`src/rtl/sram_scan_driver.sv`:
```
// Command serializer for sram_scan_wrapper: chain reset, mode/count/addr header, write data.
// Optional read-capture path (RDWAIT/RDCAP, rd_data/rd_valid) is enabled by SRAM_SCAN_DRV_RDCAP_EN.
module sram_scan_driver #(
  parameter int unsigned ADDR_W     = 11,
  parameter int unsigned DATA_W     = 8,
  parameter int unsigned RST_CYCLES = 10,
  parameter int unsigned RD_LAT     = 2
) (
  input  logic              clk,
  input  logic              rst_n,
  input  logic              cmd_valid,
  output logic              cmd_ready,
  input  logic              cmd_write,
  input  logic [ADDR_W-1:0] cmd_count,
  input  logic [ADDR_W-1:0] cmd_addr,
  input  logic              wr_valid,
  output logic              wr_ready,
  input  logic [DATA_W-1:0] wr_data,
  input  logic              wr_last,
  output logic              chain_rst_n,
  output logic              scan_in,
  input  logic              scan_out,
  output logic              busy,
  output logic              cmd_err,
  output logic [DATA_W-1:0] rd_data,
  output logic              rd_valid
);

  function automatic int unsigned max2(input int unsigned a, input int unsigned b);
    return (a > b) ? a : b;
  endfunction

  localparam int unsigned CNT_MAX = max2(max2(RST_CYCLES, RD_LAT), max2(ADDR_W, DATA_W));
  localparam int unsigned CNT_W   = $clog2(CNT_MAX + 1);
  localparam int unsigned WCNT_W  = ADDR_W + 1;

  typedef enum logic [3:0] {
    S_IDLE, S_CRST, S_MODE, S_COUNT, S_ADDR, S_DATA, S_RDWAIT, S_RDCAP, S_DONE
  } state_e;

  state_e              state_q, state_d;
  logic [CNT_W-1:0]    cnt_q, cnt_d;
  logic                write_q, write_d;
  logic [ADDR_W-1:0]   count_q, count_d;
  logic [ADDR_W-1:0]   addr_q, addr_d;
  logic [ADDR_W-1:0]   hdr_q, hdr_d;
  logic [DATA_W-1:0]   word_q, word_d;
  logic                last_q, last_d;
  logic                scan_in_q, scan_in_d;
  logic                chain_rst_n_q, chain_rst_n_d;
  logic                cmd_ready_q, cmd_ready_d;
  logic                busy_q, busy_d;
  logic                wr_ready_q, wr_ready_d;
  logic                cmd_err_q, cmd_err_d;

`ifdef SRAM_SCAN_DRV_RDCAP_EN
  logic [DATA_W-1:0]   cap_q, cap_d;
  logic [WCNT_W-1:0]   wcnt_q, wcnt_d;
  logic [DATA_W-1:0]   rd_data_q, rd_data_d;
  logic                rd_valid_q, rd_valid_d;
  logic [WCNT_W-1:0]   wcnt_init;

  // count field is "words minus one"; widened so the all-ones count does not wrap
  assign wcnt_init = WCNT_W'(count_q) + WCNT_W'(1);
`endif

  // Next-state and registered-output computation
  always_comb begin
    state_d   = state_q;
    cnt_d     = cnt_q;
    write_d   = write_q;
    count_d   = count_q;
    addr_d    = addr_q;
    hdr_d     = hdr_q;
    word_d    = word_q;
    last_d    = last_q;
    cmd_err_d = cmd_err_q;
`ifdef SRAM_SCAN_DRV_RDCAP_EN
    cap_d      = cap_q;
    wcnt_d     = wcnt_q;
    rd_data_d  = rd_data_q;
    rd_valid_d = 1'b0;
`endif

    case (state_q)
      S_IDLE: begin
        if (cmd_valid) begin
          state_d   = S_CRST;
          cnt_d     = CNT_W'(RST_CYCLES - 1);
          write_d   = cmd_write;
          count_d   = cmd_count;
          addr_d    = cmd_addr;
          last_d    = 1'b0;
          cmd_err_d = 1'b0;
        end
      end
      S_CRST: begin
        if (cnt_q == '0) state_d = S_MODE;
        else             cnt_d   = cnt_q - CNT_W'(1);
      end
      S_MODE: begin
        state_d = S_COUNT;
        hdr_d   = count_q;
        cnt_d   = CNT_W'(ADDR_W - 1);
      end
      S_COUNT: begin
        if (cnt_q == '0) begin
          state_d = S_ADDR;
          hdr_d   = addr_q;
          cnt_d   = CNT_W'(ADDR_W - 1);
        end else begin
          hdr_d = {hdr_q[ADDR_W-2:0], 1'b0};
          cnt_d = cnt_q - CNT_W'(1);
        end
      end
      S_ADDR: begin
        if (cnt_q != '0) begin
          hdr_d = {hdr_q[ADDR_W-2:0], 1'b0};
          cnt_d = cnt_q - CNT_W'(1);
        end else if (write_q) begin
          if (wr_valid) begin
            state_d = S_DATA;
            word_d  = wr_data;
            last_d  = wr_last;
            cnt_d   = CNT_W'(DATA_W - 1);
          end else begin
            state_d   = S_DONE;
            cmd_err_d = 1'b1;
          end
        end else begin
`ifdef SRAM_SCAN_DRV_RDCAP_EN
          if (RD_LAT == 0) begin
            state_d = S_RDCAP;
            cnt_d   = CNT_W'(DATA_W - 1);
            wcnt_d  = wcnt_init;
          end else begin
            state_d = S_RDWAIT;
            cnt_d   = CNT_W'(RD_LAT - 1);
          end
`else
          state_d = S_DONE;
`endif
        end
      end
      S_DATA: begin
        if (cnt_q != '0) begin
          word_d = {word_q[DATA_W-2:0], 1'b0};
          cnt_d  = cnt_q - CNT_W'(1);
        end else if (last_q) begin
          state_d = S_DONE;
        end else if (wr_valid) begin
          word_d = wr_data;
          last_d = wr_last;
          cnt_d  = CNT_W'(DATA_W - 1);
        end else begin
          state_d   = S_DONE;
          cmd_err_d = 1'b1;
        end
      end
`ifdef SRAM_SCAN_DRV_RDCAP_EN
      S_RDWAIT: begin
        if (cnt_q == '0) begin
          state_d = S_RDCAP;
          cnt_d   = CNT_W'(DATA_W - 1);
          wcnt_d  = wcnt_init;
        end else begin
          cnt_d = cnt_q - CNT_W'(1);
        end
      end
      S_RDCAP: begin
        cap_d = {cap_q[DATA_W-2:0], scan_out};
        if (cnt_q == '0) begin
          rd_valid_d = 1'b1;
          rd_data_d  = {cap_q[DATA_W-2:0], scan_out};
          cnt_d      = CNT_W'(DATA_W - 1);
          if (wcnt_q == WCNT_W'(1)) state_d = S_DONE;
          else                      wcnt_d  = wcnt_q - WCNT_W'(1);
        end else begin
          cnt_d = cnt_q - CNT_W'(1);
        end
      end
`endif
      S_DONE:  state_d = S_IDLE;
      default: state_d = S_IDLE;
    endcase

    // outputs are registered, so they follow the state being entered
    cmd_ready_d   = (state_d == S_IDLE);
    busy_d        = (state_d != S_IDLE);
    chain_rst_n_d = (state_d != S_CRST);
    wr_ready_d    = write_q && (cnt_d == '0) &&
                    ((state_d == S_ADDR) || ((state_d == S_DATA) && !last_d));
    case (state_d)
      S_MODE:          scan_in_d = write_d;
      S_COUNT, S_ADDR: scan_in_d = hdr_d[ADDR_W-1];
      S_DATA:          scan_in_d = word_d[DATA_W-1];
      default:         scan_in_d = 1'b0;
    endcase
  end

  always_ff @(posedge clk or negedge rst_n) begin
    if (!rst_n) begin
      state_q       <= S_IDLE;
      cnt_q         <= '0;
      write_q       <= 1'b0;
      count_q       <= '0;
      addr_q        <= '0;
      hdr_q         <= '0;
      word_q        <= '0;
      last_q        <= 1'b0;
      scan_in_q     <= 1'b0;
      chain_rst_n_q <= 1'b0;
      cmd_ready_q   <= 1'b1;
      busy_q        <= 1'b0;
      wr_ready_q    <= 1'b0;
      cmd_err_q     <= 1'b0;
    end else begin
      state_q       <= state_d;
      cnt_q         <= cnt_d;
      write_q       <= write_d;
      count_q       <= count_d;
      addr_q        <= addr_d;
      hdr_q         <= hdr_d;
      word_q        <= word_d;
      last_q        <= last_d;
      scan_in_q     <= scan_in_d;
      chain_rst_n_q <= chain_rst_n_d;
      cmd_ready_q   <= cmd_ready_d;
      busy_q        <= busy_d;
      wr_ready_q    <= wr_ready_d;
      cmd_err_q     <= cmd_err_d;
    end
  end

`ifdef SRAM_SCAN_DRV_RDCAP_EN
  always_ff @(posedge clk or negedge rst_n) begin
    if (!rst_n) begin
      cap_q      <= '0;
      wcnt_q     <= '0;
      rd_data_q  <= '0;
      rd_valid_q <= 1'b0;
    end else begin
      cap_q      <= cap_d;
      wcnt_q     <= wcnt_d;
      rd_data_q  <= rd_data_d;
      rd_valid_q <= rd_valid_d;
    end
  end

  assign rd_data  = rd_data_q;
  assign rd_valid = rd_valid_q;
`else
  logic unused_scan_out;
  assign unused_scan_out = scan_out;
  assign rd_data  = '0;
  assign rd_valid = 1'b0;
`endif

  assign cmd_ready   = cmd_ready_q;
  assign busy        = busy_q;
  assign chain_rst_n = chain_rst_n_q;
  assign scan_in     = scan_in_q;
  assign wr_ready    = wr_ready_q;
  assign cmd_err     = cmd_err_q;

endmodule

```
`config.mk`:
```
export PLATFORM = sky130hd
export DESIGN_NAME = sram_scan_driver
export DESIGN_NICKNAME = d
export VERILOG_FILES = /design/src/rtl/sram_scan_driver.sv
export SDC_FILE = /design/constraint.sdc
export NUM_CORES = 1
export LEC_CHECK = 0
export ABC_CLOCK_PERIOD_IN_PS = 2950
export BUFFER_PORTS_ARGS = -buffer_cell sky130_fd_sc_hd__buf_2
export CAP_MARGIN = 15
export CORE_ASPECT_RATIO = 0.5
export CORE_MARGIN = 5
export CORE_UTILIZATION = 35
export DETAILED_ROUTE_END_ITERATION = 8
export SETUP_SLACK_MARGIN = 0.2
export SLEW_MARGIN = 20
export SYNTH_ARGS = -nofsm -noshare
export SYNTH_HDL_FRONTEND = slang
export SYNTH_SLANG_ARGS = --single-unit
```
`constraint.sdc`:
```
create_clock -name clk -period 2.95 [get_ports clk]
set_input_delay 0 -clock clk [delete_from_list [all_inputs] [get_ports clk]]
set_output_delay 0 -clock clk [all_outputs]
set_load 0.1 [all_outputs]
```
Word-level counts from Yosys, hierarchy flattened
Index checks and enable logic that the tools add are counted.
Word-level totals
  register bits after elaboration: 57
  latch bits: 0
  memory bits (writable): 0
  bits in read-only memories: 0
  input bits: 37
  output and inout port bits: 15
  memories kept: 0
Cells by class
  add/subtract/negate cells: 1
  $mul: 0
  divide/modulo/power cells: 0
  order comparisons: 0
  equality and inequality tests: 17
  shifts and indexed selects: 0
  multiplexer cells: 46
  bitwise operators: 0
  reduce and logical (&&, ||, !) cells: 19
Operators by type and width (count)
  $mux W4: 17
  $pmux W4 S6: 2
  $mux W8: 5
  $pmux W11 S3: 1
  $mux W11: 2
  $eq A4 B2 Y1 const B: 4
  $eq A4 B3 Y1 const B: 4
  $logic_not A4 Y1: 4
  $pmux W8 S2: 1
  $mux W1: 15
  $ne A2 B2 Y1 const B: 6
  $pmux W1 S3: 3
  $reduce_bool A4 Y1: 2
  $reduce_and A6 Y1: 1
  $reduce_bool A3 Y1: 2
  $eq A4 B1 Y1 const B: 1
  $ne A4 B1 Y1 const B: 1
  $reduce_and A2 Y1: 2
  $reduce_and A4 Y1: 1
  $sub A4 B1 Y4 const B: 1
  $logic_and A1 B1 Y1: 3
  $ne A3 B3 Y1 const B: 1
  $reduce_bool A2 Y1: 1
  $reduce_or A2 Y1: 1
  other kinds (2): 2

Logic depth before layout (Yosys ltp)
  depth in word-level cells: 8
  gate-level depth with buffers: 11
  gate-level depth less buffers: 10

Worst setup path before layout
Ideal clock, no wire load.
  path kind: register -> register
  start: register cnt_q[0]
  end: register wr_ready_q (netlist: wr_ready)
  library setup time: 0.111 ns
  arrival time: 2.494 ns
  required time: 2.839 ns
  path slack: 0.345 ns
  cell stages (with the launch flop): 12
  buffers on the path: 1
  path through: dfrtp_1 -> inv_1 -> ha_1 -> nor3b_4 -> inv_2 -> buf_2 -> ha_1 -> a211oi_1 -> o21ai_0 -> o211ai_1 -> or3_1 -> a2111oi_2
Between the ends
  longest elaborated chain between the ends: 7
  elaborated cells on any way between the ends: 28
Ends and longest elaborated chain
  from (decl): RTL line 42  | logic [CNT_W-1:0] cnt_q, cnt_d;
  from (signal assigned): RTL line 219  | cnt_q <= cnt_d;
  branches (longest 3 deep; another with $sub A4 B1 Y4)
  $pmux W4 S6 (*): RTL line 85  | case (state_q)
  net cnt_d[0]: RTL line 42
  $logic_not A4 Y1 (*): RTL line 191  | wr_ready_d = write_q && (cnt_d == '0) &&
  $logic_and A1 B1 Y1 (*) (2 in a row): RTL line 191
  net wr_ready_d: RTL line 53  | logic wr_ready_q, wr_ready_d;
  to (signal assigned): RTL line 230  | wr_ready_q <= wr_ready_d;
  to (decl): RTL line 53
Mark *: on every way through the listed nets, which the timed path passes.
A chain may end at the register's enable or synchronous reset.

Worst setup path after layout
Same ends and word-level chain as after synthesis.

==> results by group <==
Place
  • Hpwl dp: 4.56 mm
  • Post-DP Area: 0.00312 mm2
  • Routability cong.: 0.837
  • Port Buffers: 41

Yosys
  • Top-count cell post-synth: dfrtp_1
  • Synth warn: 0
  • Area leader, netlist: dfrtp_1
  • Sequential share of the synthesized area: 0.494
  • Ys async rst share: 1.00
  • Synth Register Bits: 56
  • Synth cell types: 57
  • Synth top area cells: dfrtp_1, mux2_2, nor2_1
  • Multiplexer share of the synthesized area: 0.0948
  • Post-synth top area share: 0.485
  • Largest family of logic cells by synthesized area: compound AO/OA/AOI/OAI gates
  • Post-Synth XOR/XNOR Area: 0.00309
  • Post-synthesis simple-gate area fraction: 0.127
  • Synthesized area per cell: 10.8 um2
  • Number of flops mapped to enable cells by yosys: 0
  • Synth Instances: about 260
  • Top cells by count, synth: dfrtp_1, nor2_1, mux2_2
  • Area of the mapped netlist: approximately 0.0028 mm2
  • Ys flop type: dfrtp_1
  • Synth Area in Adders: 0.00882
  • Compound-gate portion of the synthesized area: 0.205

Global route
  • Vias in the first global route: ~2,200
  • Gr ovfl total: 0
  • Initial antenna violation count: 0
  • Largest net degree at the start of global routing: 43
  • Gr usage total: 0.135
  • First-pass GRT wire length: 10.8 mm

Layout
  • Fillers: 746
  • Multi-input gate area in the final layout: 0.00128 mm2
  • ANT cells: 0
  • Finished Cell Area: 0.00362 mm2
  • Area Growth Syn to Fin: 27.5%
  • Nets: approximately 380
  • Layout cells sized above 1: 0.267
  • FF+latch area: 0.00140 mm2

Floorplanning
  • DIE AREA: 0.0101 mm2
  • Vert. Die Dim: 73.7 um
  • Die W: around 140 um
  • Initial Utilization: 0.357
  • Placeable Area: 0.00794 mm2
  • IO Pins: 52
  • Row cnt: 23

Power
  • Clock share of power: 0.181
  • Power share of the sequential group: 0.369
  • Sw frac: 0.419
  • Leakage power: 1.61 nW
  • Comb pwr share: 0.450
  • P_sw: 1.59 mW
  • Pint: 2.21 mW
  • Maximum VDD drop: roughly 0.00039 V
  • Pwr dens: between 1000 and 1500 mW/mm2

Setup path
  • CP startpoint: cnt_q[0]
  • Crit path largest cell delay: 0.44 ns
  • CP Max Fanout: 6
  • WP data arrival: 2.71 ns
  • CP required: 3.13 ns
  • Worst-path cell chain: inv_1 -> ha_1 -> nor3b_4 -> inv_2 -> ha_1 -> a211oi_1 -> o21ai_0 -> o211ai_1 -> or3_1 -> a2111oi_2
  • Worst flop-to-flop path startpoint: cnt_q[0]
  • Flop2flop setup slack: between 0.4 and 0.5 ns
  • CP Buf/Inv Count: 2
  • Worst R2R Path Depth: 10
  • Critical Path Source Type: flop
  • CP Class: flop to flop
  • Worst path slowest cell: dfrtp_1
  • Critical path depth: 10
  • Crit end category: flop
  • Cell mode on critical path: ha_1
  • Critical R2R Capture: wr_ready
  • Setup crit end: wr_ready
  • Top delay family on crit path: simple AND/OR/NAND/NOR gates

Clocking
  • CTS buffer count: 5
  • Clock transition at path regs: 0.08 ns
  • Clock Latency Late Sink: 0.30 ns
  • CTS Root Cell: clkbuf_16
  • CTS Buffer Depth: 2
  • CTS tree: done
  • Post-CTS sizing: 0
  • Clock Sinks: between 50 and 60
  • H-tree levels: 2

STA
  • Max frequency: 395 MHz
  • Period utilization: 0.857
  • Relative slew slack: 0.534
  • Slew @ Worst Pin: 0.695 ns
  • Final period demand of the worst path: 2.53 ns
  • Total negative slack: 0 ns
  • # setup viols final: 0
  • Final Hold Vio Count: 0
  • Clock Skews: 0.00733 ns
  • RSZ-0062 raised after global routing: no
  • Slew Viols, Final: 0

Route
  • Drt first pass iters: 4
  • Drt total wl: 6.63 mm
  • Post-route ant nets: 0
  • DR WL/cell: ~15 um
  • Via count: 2,293
  • DR DRC count: 0
  • DRT iter0 DRCs: ~130
  • DR vias/cell: about 5.1

Run status
  • Status: finished clean

Run
  • Max_cap viols: 0

Hold path
  • Hold WC Path Type: input port to flop
==> flip-flops by register name, indices dropped and copies added, names as in the netlist <==
register	flops
write_q	1
busy	1
scan_in	1
hdr_q	11
state_q	4
chain_rst_n	1
word_q	7
cmd_err	1
cnt_q	4
cmd_ready	1
addr_q	11
count_q	11
wr_ready	1
last_q	1
==> cell families after synthesis <==
group,count (synthesis)
buffers and inverters,35
AO/OA/AOI/OAI,75
XOR/XNOR,1
flip-flops,56
AND/OR/NAND/NOR,69
other,1
multiplexers,24
adder cells (fa/ha/maj),2
==> worst min path at each step <==
stage                     slack [ns]  cells past startpoint  startpoint         to
after global routing            0.02                      2   cmd_valid  cmd_ready
after CTS                       0.01                      2   cmd_valid  cmd_ready
after floorplan                -0.30                      0       rst_n  addr_q[0]
after global placement          0.18                      1       rst_n   cnt_q[1]
after detailed placement        0.21                      1       rst_n   cnt_q[1]
final                           0.01                      2   cmd_valid  cmd_ready
==> worst reg2reg max path, cell delays in order (launching register included) <==
cell       delay (ns)
dfrtp_1          0.44
inv_1            0.11
ha_1             0.25
nor3b_4          0.27
inv_2            0.06
ha_1             0.27
a211oi_1         0.06
o21ai_0          0.17
o211ai_1         0.12
or3_1            0.38
a2111oi_2        0.29
==> per-stage QoR <==
step | setup WS (ns) | hold WS (ns) | power [mW] | util | cells
after floorplan | 0.345 | -0.296 | 2.69 | - | 271
after global placement | 0.346 | 0.180 | 3.02 | 0.393 | 409
after detailed placement | 0.294 | 0.207 | 3.07 | 0.393 | 409
after CTS | 0.277 | 0.0142 | 3.80 | 0.454 | 448
after global routing | 0.268 | 0.0172 | 4.06 | 0.455 | 449
final | 0.421 | 0.0130 | 3.80 | 0.455 | 449
==> cell type report <==
class,count,area share
inverters,14,0.0145
well taps,112,0.0387
clock inverters,2,0.0107
clock buffers,6,0.0356
flip-flops and latches,56,0.388
repair buffers,79,0.158
multi-input cells,180,0.355
==> per-layer routing <==
metal / share of wire / vias up / GRT usage
met4: 0.0081 / 0 / 0.0310
met5: 0 / - / 0
met2: 0.47 / 62 / 0.220
met1: 0.47 / 1131 / 0.184
met3: 0.051 / 6 / 0.0315
li1: - / 1094 / -
==> power by group through the flow <==
stage / registers (mW) / logic, mW / clock network [mW]
after floorplan: 1.50 / 1.19 / 0
after global placement: 1.40 / 1.62 / 0
after detailed placement: 1.41 / 1.66 / 0
after CTS: 1.40 / 1.70 / 0.703
after global routing: 1.45 / 1.87 / 0.733
final: 1.40 / 1.71 / 0.688
==> layout by cell type (no fill, tap or decap), drive strengths merged, types with 2 or more instances in the layout <==
master	n
o21ai	16
nor2b	6
nand3	5
dlygate4sd3	31
inv	14
nand2b	4
a221o	9
mux2	23
o211ai	2
buf	48
o21a	3
or3	2
a22oi	9
o41ai	3
a211oi	2
nand2	11
clkbuf	6
nor3	8
a22o	9
nor2	26
ha	2
a21oi	8
dfrtp	55
conb	9
a21boi	3
==> what timing repair did <==
item                                    CTS  global route
endpoints found under the hold margin    71             0
endpoints found under the setup margin    0             2
setup buffers                             0             1
hold buffers                             31             0
Note: power is estimated with default switching activity, not from simulation.
